File: src/rtl/fht_pkg.sv
// fht_pkg: shared frame-sequencer types, default widths and bank-order helper.
package fht_pkg;
   localparam int DEF_A_BIT = 7;
   localparam int DEF_D_BIT = 16;
   localparam int BANK_SIZE = 2 ** DEF_A_BIT;
   typedef enum logic [2:0] {
      IDLE  = 3'd0,
      LOAD  = 3'd1,
      START = 3'd2,
      RUN   = 3'd3,
      DONE  = 3'd4,
      ERROR = 3'd5
   } fht_frame_state_t;
   // Bit-reversed bank index as a one-hot write enable: bank order 0, 2, 1, 3.
   function automatic logic [3:0] bank_bitrev(input logic [1:0] b);
      return 4'b0001 << {b[0], b[1]};
   endfunction
endpackage

File: src/rtl/fht_frame_ctrl_if.sv
// fht_frame_ctrl_if: host, ADC and FHT-side signals of the frame sequencer.
interface fht_frame_ctrl_if
   import fht_pkg::*;
#(
   parameter int A_BIT = DEF_A_BIT,
   parameter int D_BIT = DEF_D_BIT
);
   logic arm, adc_valid, rdy, rel;
   logic [D_BIT-2:0] adc_data, data;
   logic [A_BIT-1:0] addr_wr;
   logic [3:0] we;
   logic start, busy, frame_rdy, ovf, err;
   fht_frame_state_t state;
   modport master (
      input  arm, adc_valid, adc_data, rdy, rel,
      output data, addr_wr, we, start, busy, frame_rdy, ovf, err, state
   );
   modport slave (
      output arm, adc_valid, adc_data, rdy, rel,
      input  data, addr_wr, we, start, busy, frame_rdy, ovf, err, state
   );
endinterface

File: src/rtl/fht_wr_addr_gen.sv
// fht_wr_addr_gen: bank/address counters, bit-reversed write enables, last-sample flag.
module fht_wr_addr_gen
   import fht_pkg::*;
#(
   parameter int A_BIT = DEF_A_BIT,
   parameter int D_BIT = DEF_D_BIT
) (
   input  logic             clk,
   input  logic             rst,
   input  logic             clr,
   input  logic             en,
   input  logic [D_BIT-2:0] sample,
   output logic [D_BIT-2:0] data,
   output logic [A_BIT-1:0] addr,
   output logic [3:0]       we,
   output logic             last
);
   logic [A_BIT-1:0] cnt_addr;
   logic [1:0]       cnt_bank;
   always_ff @(posedge clk) begin
      if (rst) begin
         cnt_addr <= '0;
         cnt_bank <= '0;
         data     <= '0;
         addr     <= '0;
         we       <= '0;
         last     <= 1'b0;
      end else begin
         if (clr) {cnt_bank, cnt_addr} <= '0;
         else if (en) {cnt_bank, cnt_addr} <= {cnt_bank, cnt_addr} + 1'b1;
         if (en) begin
            data <= sample;
            addr <= cnt_addr;
         end
         we   <= en ? bank_bitrev(cnt_bank) : 4'b0000;
         // Pulses together with the final write enable of the frame.
         last <= en && (&{cnt_bank, cnt_addr});
      end
   end
endmodule

File: src/rtl/fht_frame_ctrl.sv
// fht_frame_ctrl: captures an ADC frame into the FHT banks, starts the FHT and tracks completion.
module fht_frame_ctrl
   import fht_pkg::*;
#(
   parameter int A_BIT       = DEF_A_BIT,
   parameter int D_BIT       = DEF_D_BIT,
   parameter int GUARD_CYC   = 2,
   parameter int TIMEOUT_CYC = 65535,
   parameter bit AUTO_REARM  = 1'b0
) (
   input logic              clk,
   input logic              rst,
   fht_frame_ctrl_if.master bus
);
   localparam int TW = $clog2(TIMEOUT_CYC + 1);
   localparam int GW = $clog2(GUARD_CYC + 2);
   fht_frame_state_t state, state_n;
   logic [GW-1:0] guard;
   logic [TW-1:0] tmo;
   logic last, wr_en, arm_go, busy, ovf, err;
   assign wr_en  = bus.adc_valid && state == LOAD && !last;
   assign arm_go = state_n == LOAD && state != LOAD;
   fht_wr_addr_gen #(.A_BIT(A_BIT), .D_BIT(D_BIT)) u_wr (
      .clk    (clk),
      .rst    (rst),
      .clr    (state != LOAD),
      .en     (wr_en),
      .sample (bus.adc_data),
      .data   (bus.data),
      .addr   (bus.addr_wr),
      .we     (bus.we),
      .last   (last)
   );
   always_comb begin
      state_n = state;
      unique case (state)
         IDLE:    state_n = bus.arm ? LOAD : IDLE;
         LOAD:    state_n = last ? START : LOAD;
         START:   state_n = RUN;
         // A ready after the guard beats a coincident timeout.
         RUN:     state_n = (bus.rdy && guard == '0) ? DONE :
                            (tmo == TW'(TIMEOUT_CYC - 1)) ? ERROR : RUN;
         DONE:    state_n = !bus.rel ? DONE : (AUTO_REARM || bus.arm) ? LOAD : IDLE;
         ERROR:   state_n = bus.arm ? LOAD : ERROR;
         default: state_n = IDLE;
      endcase
   end
   always_ff @(posedge clk) begin
      if (rst) begin
         state <= IDLE;
         guard <= '0;
         tmo   <= '0;
         busy  <= 1'b0;
         ovf   <= 1'b0;
         err   <= 1'b0;
      end else begin
         state <= state_n;
         busy  <= state_n != IDLE;
         if (state == START) guard <= GW'(GUARD_CYC);
         else if (guard != '0) guard <= guard - 1'b1;
         tmo   <= (state == RUN) ? tmo + 1'b1 : '0;
         ovf   <= (bus.adc_valid && state != LOAD) ? 1'b1 : arm_go ? 1'b0 : ovf;
         err   <= (state_n == ERROR) ? 1'b1 : arm_go ? 1'b0 : err;
      end
   end
   assign bus.start     = state == START;
   assign bus.frame_rdy = state == DONE;
   assign bus.busy      = busy;
   assign bus.ovf       = ovf;
   assign bus.err       = err;
   assign bus.state     = state;
endmodule
File: src/flat_wrapper.sv
// flat-port wrapper written by rule: the top's interface ports become plain ports
module fht_frame_ctrl_flat import fht_pkg::*;
#(
   parameter int A_BIT       = DEF_A_BIT,
   parameter int D_BIT       = DEF_D_BIT,
   parameter int GUARD_CYC   = 2,
   parameter int TIMEOUT_CYC = 65535,
   parameter bit AUTO_REARM  = 1'b0
)
  (clk, rst, bus_arm, bus_adc_valid, bus_adc_data, bus_rdy, bus_rel, bus_data, bus_addr_wr, bus_we, bus_start, bus_busy, bus_frame_rdy, bus_ovf, bus_err, bus_state);
  fht_frame_ctrl_if #(.A_BIT(A_BIT), .D_BIT(D_BIT)) bus_i ();
  input logic clk;
  input logic rst;
  input wire logic [$bits(bus_i.arm)-1:0] bus_arm;
  input wire logic [$bits(bus_i.adc_valid)-1:0] bus_adc_valid;
  input wire logic [$bits(bus_i.adc_data)-1:0] bus_adc_data;
  input wire logic [$bits(bus_i.rdy)-1:0] bus_rdy;
  input wire logic [$bits(bus_i.rel)-1:0] bus_rel;
  output wire logic [$bits(bus_i.data)-1:0] bus_data;
  output wire logic [$bits(bus_i.addr_wr)-1:0] bus_addr_wr;
  output wire logic [$bits(bus_i.we)-1:0] bus_we;
  output wire logic [$bits(bus_i.start)-1:0] bus_start;
  output wire logic [$bits(bus_i.busy)-1:0] bus_busy;
  output wire logic [$bits(bus_i.frame_rdy)-1:0] bus_frame_rdy;
  output wire logic [$bits(bus_i.ovf)-1:0] bus_ovf;
  output wire logic [$bits(bus_i.err)-1:0] bus_err;
  output wire logic [$bits(bus_i.state)-1:0] bus_state;
  assign bus_i.arm = bus_arm;
  assign bus_i.adc_valid = bus_adc_valid;
  assign bus_i.adc_data = bus_adc_data;
  assign bus_i.rdy = bus_rdy;
  assign bus_i.rel = bus_rel;
  assign bus_data = bus_i.data;
  assign bus_addr_wr = bus_i.addr_wr;
  assign bus_we = bus_i.we;
  assign bus_start = bus_i.start;
  assign bus_busy = bus_i.busy;
  assign bus_frame_rdy = bus_i.frame_rdy;
  assign bus_ovf = bus_i.ovf;
  assign bus_err = bus_i.err;
  assign bus_state = bus_i.state;
  fht_frame_ctrl #(.A_BIT(A_BIT), .D_BIT(D_BIT), .GUARD_CYC(GUARD_CYC), .TIMEOUT_CYC(TIMEOUT_CYC), .AUTO_REARM(AUTO_REARM)) u_core (.clk(clk), .rst(rst), .bus(bus_i));
endmodule
File: config.mk
export PLATFORM = sky130hd
export DESIGN_NAME = fht_frame_ctrl_flat
export DESIGN_NICKNAME = d
export VERILOG_FILES = /design/src/rtl/fht_pkg.sv /design/src/rtl/fht_frame_ctrl_if.sv /design/src/rtl/fht_wr_addr_gen.sv /design/src/rtl/fht_frame_ctrl.sv /design/src/flat_wrapper.sv
export SDC_FILE = /design/constraint.sdc
export NUM_CORES = 1
export LEC_CHECK = 0
export BUFFER_PORTS_ARGS = -buffer_cell sky130_fd_sc_hd__buf_2
export CORE_ASPECT_RATIO = 0.5
export CORE_UTILIZATION = 50
export CTS_BUF_LIST = sky130_fd_sc_hd__clkbuf_4 sky130_fd_sc_hd__clkbuf_8
export CTS_CLUSTER_DIAMETER = 50
export DETAILED_ROUTE_END_ITERATION = 10
export PLACE_DENSITY = 0.85
export SLEW_MARGIN = 20
export SYNTH_ARGS = -nofsm -noshare
export SYNTH_HDL_FRONTEND = slang
export SYNTH_SLANG_ARGS = --single-unit
File: constraint.sdc
create_clock -name clk -period 2.6 [get_ports clk]
set_clock_uncertainty 0.15 [all_clocks]
set_input_delay 0.26 -clock clk [delete_from_list [all_inputs] [get_ports clk]]
set_output_delay 0.26 -clock clk [all_outputs]
set_load 0.02 [all_outputs]
# Word-level counts from Yosys, hierarchy flattened
# Cells that the tools add are included.
dict set report classes {
  addsub 3
  eq_ne 9
  shifts 1
  muxes 12
  bitwise_logic 2
  n_reduce_logical 19
}
# cell n
set ops {}
lappend ops {{$pmux 3 s6} 1}
lappend ops {{$add 16x1->16 const B} 1}
lappend ops {{$eq 16x16->1 const B} 1}
lappend ops {{$mux 3} 4}
lappend ops {{$add 9x1->9 const B} 1}
lappend ops {{$eq 3x3->1 const B} 3}
lappend ops {{$reduce_and 9->1} 1}
lappend ops {{$reduce_bool 2->1} 4}
lappend ops {{$reduce_or 2->1} 4}
lappend ops {{$eq 3x1->1 const B} 2}
lappend ops {{$eq 3x2->1 const B} 2}
lappend ops {{$logic_and 1x1->1} 6}
lappend ops {{$mux 2} 3}
lappend ops {{$mux 1} 4}
lappend ops {{$shl 1x2->4 const A} 1}
lappend ops {{$logic_not 3->1} 1}
lappend ops {{$ne 3x1->1 const B} 1}
lappend ops {{$reduce_bool 3->1} 1}
lappend ops {{$logic_not 2->1} 1}
lappend ops {{$not 1->1} 2}
lappend ops {{$sub 2x1->2 const B} 1}
lappend ops {{$logic_not 1->1} 1}
dict set report word_totals {
  regBits 60
  in_bits 21
  word_cells 59
}

# Longest topological paths before layout
dict set report logic_depth {
  ltp_word 8
  depth_mapped 7
  ltp_nobuf 6
}

# Cells and area by module
# A second synthesis with hierarchy kept.
dict set report unflattened {
  hier_cells 259
  area_unflattened_um2 2444.8
}
# module n_inst cells_each area_each_um2 seq_area_each_um2
set by_module_without_submodules {}
lappend by_module_without_submodules {fht_wr_addr_gen 1 126 1310.0 720.7}
lappend by_module_without_submodules {fht_frame_ctrl 1 133 1134.8 480.5}

# Least setup slack after synthesis
# Ideal clock, no wire load.
dict set report synth_timing {
  path_kind {register to register}
  startpoint {reg u_core.state[2] (netlist: u_core.bus.state[2])}
  endpoint {reg u_core.u_wr.cnt_addr[4]}
  setup_time_ps 126
  arrival_ps 1615
  required_time_ps 2324
  slack_ps 709
  path_stages_with_launch 7
  synth_period_minus_slack_ps 1891
  path_cell_list {dfxtp_1 > buf_2 > or3b_4 > nor3b_4 > nand4_1 > xor2_1 > nor2_1}
}
dict set report synth_via {
  elab_chain_len 3
  elab_cells_between_ends 5
  cone_classes {eq/ne: 2; reduce/logical: 3}
}
# item line_no
set synth_rtl {}
lappend synth_rtl {{start, declared} fht_frame_ctrl.sv:17} ;# fht_frame_state_t state, state_n;
lappend synth_rtl {{start signal, assigned} fht_frame_ctrl.sv:57} ;# state <= state_n;
lappend synth_rtl {{$eq 3x1->1} fht_frame_ctrl.sv:21} ;# assign wr_en = bus.adc_valid && state == LOAD && !last;
lappend synth_rtl {{$logic_and 1x1->1 (2 in a row)} fht_frame_ctrl.sv:21}
lappend synth_rtl {{end signal, assigned} fht_wr_addr_gen.sv:30} ;# else if (en) {cnt_bank, cnt_addr} <= {cnt_bank, cnt_addr} + 1'b1;
lappend synth_rtl {{end, declared} fht_wr_addr_gen.sv:18} ;# logic [A_BIT-1:0] cnt_addr;
# Parallel ways exist; a longest one is shown, timed or not.
# A chain may end at the register's enable or synchronous reset.

# Final worst setup path
dict set report layout_timing {
  startpoint {reg u_core.state[0] (netlist: u_core.bus.state[0])}
  endpoint {reg u_core.u_wr.addr[1]}
}
dict set report layout_via {
  elab_chain_len 3
}
# item line_no
set layout_rtl {}
lappend layout_rtl {{$eq 3x1->1} fht_frame_ctrl.sv:21}
lappend layout_rtl {{$logic_and 1x1->1 (2 in a row)} fht_frame_ctrl.sv:21}
lappend layout_rtl {{end signal, assigned} fht_wr_addr_gen.sv:33} ;# addr <= cnt_addr;
lappend layout_rtl {{end, declared} fht_wr_addr_gen.sv:14} ;# output logic [A_BIT-1:0] addr,
# Every way passes these cells.

==> results_dict.tcl <==
set metrics [dict create \
    status "finished, final reports clean" \
    grt_setup_unrepaired "no" \
    post-cts-setup-buffer-count 0 \
    leakage_nw 1.18 \
    die_w_um 101 \
    hold_path_class "in2reg" \
    p_per_area_mw_per_mm2 654 \
    slew_headroom_pct 58.0 \
    num_io_pins 55 \
    gp_congestion 0.863 \
    max_freq_ghz 0.469 \
    grt_pass1_wl_um 8520 \
    reg2reg_from "u_core.bus.state[0]" \
    synth_area_mm2 0.00243 \
    cts_htree_levels 3 \
    yosys_most_used_dff "dfxtp_1" \
    post_drt_wl_per_cell_um 12.6 \
    swShare_pct 22.8 \
    firstDrtPassIters 4 \
    yosysUniqueCellTypes 35 \
    numCtsBuffers 9 \
    reg2reg_depth 5 \
    syn_area_per_cell_um2 8.43 \
    clk_latency_ns 0.34 \
    maxCapViolCount 0 \
    min_from "bus_adc_data[0]" \
    worst_slack_ns 0.469 \
    yosys_warnings 0 \
    crit_path_cell_trace "or3b_4 > nor3b_4 > buf_4 > nand2_1 > a21oi_1" \
    drt_iter0_drc 87 \
    critPathMaxStageDelay_ns 0.53 \
    multiInputGateArea_mm2 0.00113 \
    post-route-drc-count 0 \
    cts_tree "done" \
    hold_depth 3 \
    fin_crit_sh_pct 82.0 \
    num_rows 17 \
    arrival_ns 2.25 \
    grt_max_degree 37 \
    diodes 0 \
    grtUsageTotal_pct 21.9 \
    power_frac_comb_pct 6.0 \
    synth_edf_count 0 \
    pwr-share-clk_pct 46.0 \
    dieArea_mm2 0.00516 \
    syn_inst 288 \
    async_flop_share_pct 0 \
    cts_sinks 60 \
    post_drt_via_cell_ratio 5.20 \
    synth_fp_nets 313 \
    cp_slowest_cell "dfxtp_1" \
    fin_total_pwr_w 0.00196 \
    grt_pass1_vias 2005 \
    rrSetupSlack_ns 0.47 \
    crit_family "simple AND/OR/NAND/NOR gates" \
    portBuffers 54 \
    synthToLayoutAreaGrowth_pct 23.5 \
    tightest_slew_ns 0.630 \
    period_needed_ns 2.13 \
    dpl.hpwl_um 3550 \
    coreArea_mm2 0.00453 \
    holdPathEnd "u_core.u_wr.data[0]" \
    cts-root-buf "clkbuf_8" \
    cts.repair.resized 0 \
    fillers 361 \
    antenna_left 0 \
    ys_seq_area_share_pct 49.5 \
    postCtsHoldBufs 7 \
    ys_ff_latch 60 \
    vias 2172 \
    grt-ovfl-total 0 \
    dp_slack_ns 0.520 \
    wl_um 5250 \
    endpoint_kind "flop" \
    drive_gt1_share_pct 21.3 \
    hold_viol 0 \
    peakVddDrop_mv 0.390 \
    antenna_found_initial 0 \
    cp_num_buf_inv 1 \
    required_ns 2.71 \
    drv_slew 0 \
    start_util_pct 53.6 \
    fin_nets 372 \
    p_switching_w 0.000447 \
    regArea_mm2 0.00120 \
    startpoint_type "flop" \
    clockBufferDepth 2 \
    path_class "reg2reg" \
    die_y_um 51.3 \
    rr_endpoint "u_core.u_wr.addr[1]" \
    finalSetupViolations 0 \
    fin_setup_tns_ns 0 \
    p_seq_share_pct 48.0 \
    cp_max_fo 19 \
    clk_pin_slew_ns 0.07 \
    internal_power_w 0.00152 \
]
placed cells by master, fill, tap and decap left out, types with 2 or more instances in the layout:
master          n
a21oi_1        37
and2_1          3
and3_1          3
and4_1          2
buf_2          54
buf_4           2
bufinv_16       2
clkbuf_8        9
clkinv_2        3
dfxtp_1        60
dlygate4sd3_1   7
ha_1            4
inv_1           5
nand2_1        61
nand2b_1        5
nand3_1         8
nand3b_1        2
nand4_1         5
nor2_1         27
nor2b_1         3
nor3_1          3
nor4b_1         3
o21ai_0         8
o31ai_1         2
or3_1           7
xnor2_1         7
xor2_1          7
flip-flops by register name (all words and copies together) (netlist names):
name                  cells
u_core.bus.state          3
u_core.u_wr.we            4
u_core.bus.busy           1
u_core.u_wr.data         15
u_core.bus.ovf            1
u_core.guard              2
u_core.u_wr.cnt_addr      7
u_core.tmo               16
u_core.u_wr.addr          7
u_core.u_wr.last          1
u_core.u_wr.cnt_bank      2
u_core.bus.err            1
synthesized netlist by cell type (2+ instances only):
cell type / number / area share (%)
clkbuf_1: 9 / 1.4
o31ai_1: 2 / 0.62
dfxtp_1: 60 / 49
nor2_1: 27 / 4.2
and3_1: 3 / 0.77
inv_1: 5 / 0.77
nand3_1: 8 / 1.6
nand4_1: 5 / 1.3
a21oi_1: 37 / 7.6
nor4b_1: 3 / 1.1
buf_6: 3 / 1.4
buf_2: 3 / 0.62
xor2_1: 7 / 2.5
nor3_1: 3 / 0.62
nor2b_1: 3 / 0.77
or3_1: 7 / 1.8
nand3b_1: 2 / 0.62
and2_1: 3 / 0.77
nand2b_1: 5 / 1.3
o21ai_0: 8 / 1.6
ha_1: 4 / 2.1
xnor2_1: 7 / 2.5
and4_1: 2 / 0.72
nand2_1: 61 / 9.4
cell type report:
type,count,share of cell area (%)
clock buffer,9,4.13
timing repair buffer,63,11.8
multi-input combinational,208,37.5
tap,66,2.75
inverter,5,0.626
sequential,60,40.0
clock inverter,7,3.05
per-stage QoR:
step	hold WS, ns	util [%]	std cells	cell area [um^2]
after global placement	0.284	59.9	395	2710
final	0.0169	66.2	418	3000
after global routing	0.00894	66.2	418	3000
after CTS	0.000535	66.2	418	3000
after detailed placement	0.295	59.9	395	2710
after floorplan	0.246	-	288	2430
per-layer routing:
layer / vias to the layer above / wire length [um] / track usage (%)
met1: 1018 / 2150 / 23.1
li1: 1096 / - / -
met5: - / 0 / 0
met4: 0 / 64 / 11.6
met3: 6 / 271 / 8.48
met2: 52 / 2760 / 38.7
worst min-delay path: cells and delay by family:
kind | cells | cell delay (ns)
buffers and inverters | 1 | 0.10
and+or+nand+nor | 1 | 0.05
AOI/OAI and AO/OA | 1 | 0.05
kinds of logic after synthesis:
group / count (synthesis) / share of synthesized area [%]
AND/OR/NAND/NOR: 136 / 27.0
flip-flops: 60 / 49.5
AO/OA/AOI/OAI: 54 / 12.3
buffers and inverters: 20 / 4.17
XOR/XNOR: 14 / 5.05
adder cells (fa/ha/maj): 4 / 2.06
how the worst max path moves through the flow:
stage                   startpoint                 endpoint  slack, ns  depth (start not counted)
2_1_floorplan  u_core.bus.state[2]  u_core.u_wr.cnt_addr[4]       0.71                          6
3_3_place_gp   u_core.bus.state[0]  u_core.u_wr.cnt_addr[0]       0.59                          5
3_5_place_dp   u_core.bus.state[0]  u_core.u_wr.cnt_addr[0]       0.52                          5
4_1_cts        u_core.bus.state[0]     u_core.u_wr.data[11]       0.50                          5
5_1_grt        u_core.bus.state[0]  u_core.u_wr.cnt_addr[3]       0.38                          4
6_report       u_core.bus.state[0]      u_core.u_wr.addr[1]       0.47                          5
power groups by stage:
stage           logic, W  clock network, W  registers (W)
6_report        0.000118          0.000902       0.000943
5_1_grt         0.000127          0.000961       0.000943
4_1_cts         0.000117          0.000925       0.000942
3_5_place_dp    0.000107                 0       0.000963
3_3_place_gp    0.000103                 0       0.000962
2_1_floorplan  0.0000554                 0       0.000978
Power figures use the tool's default switching activity.
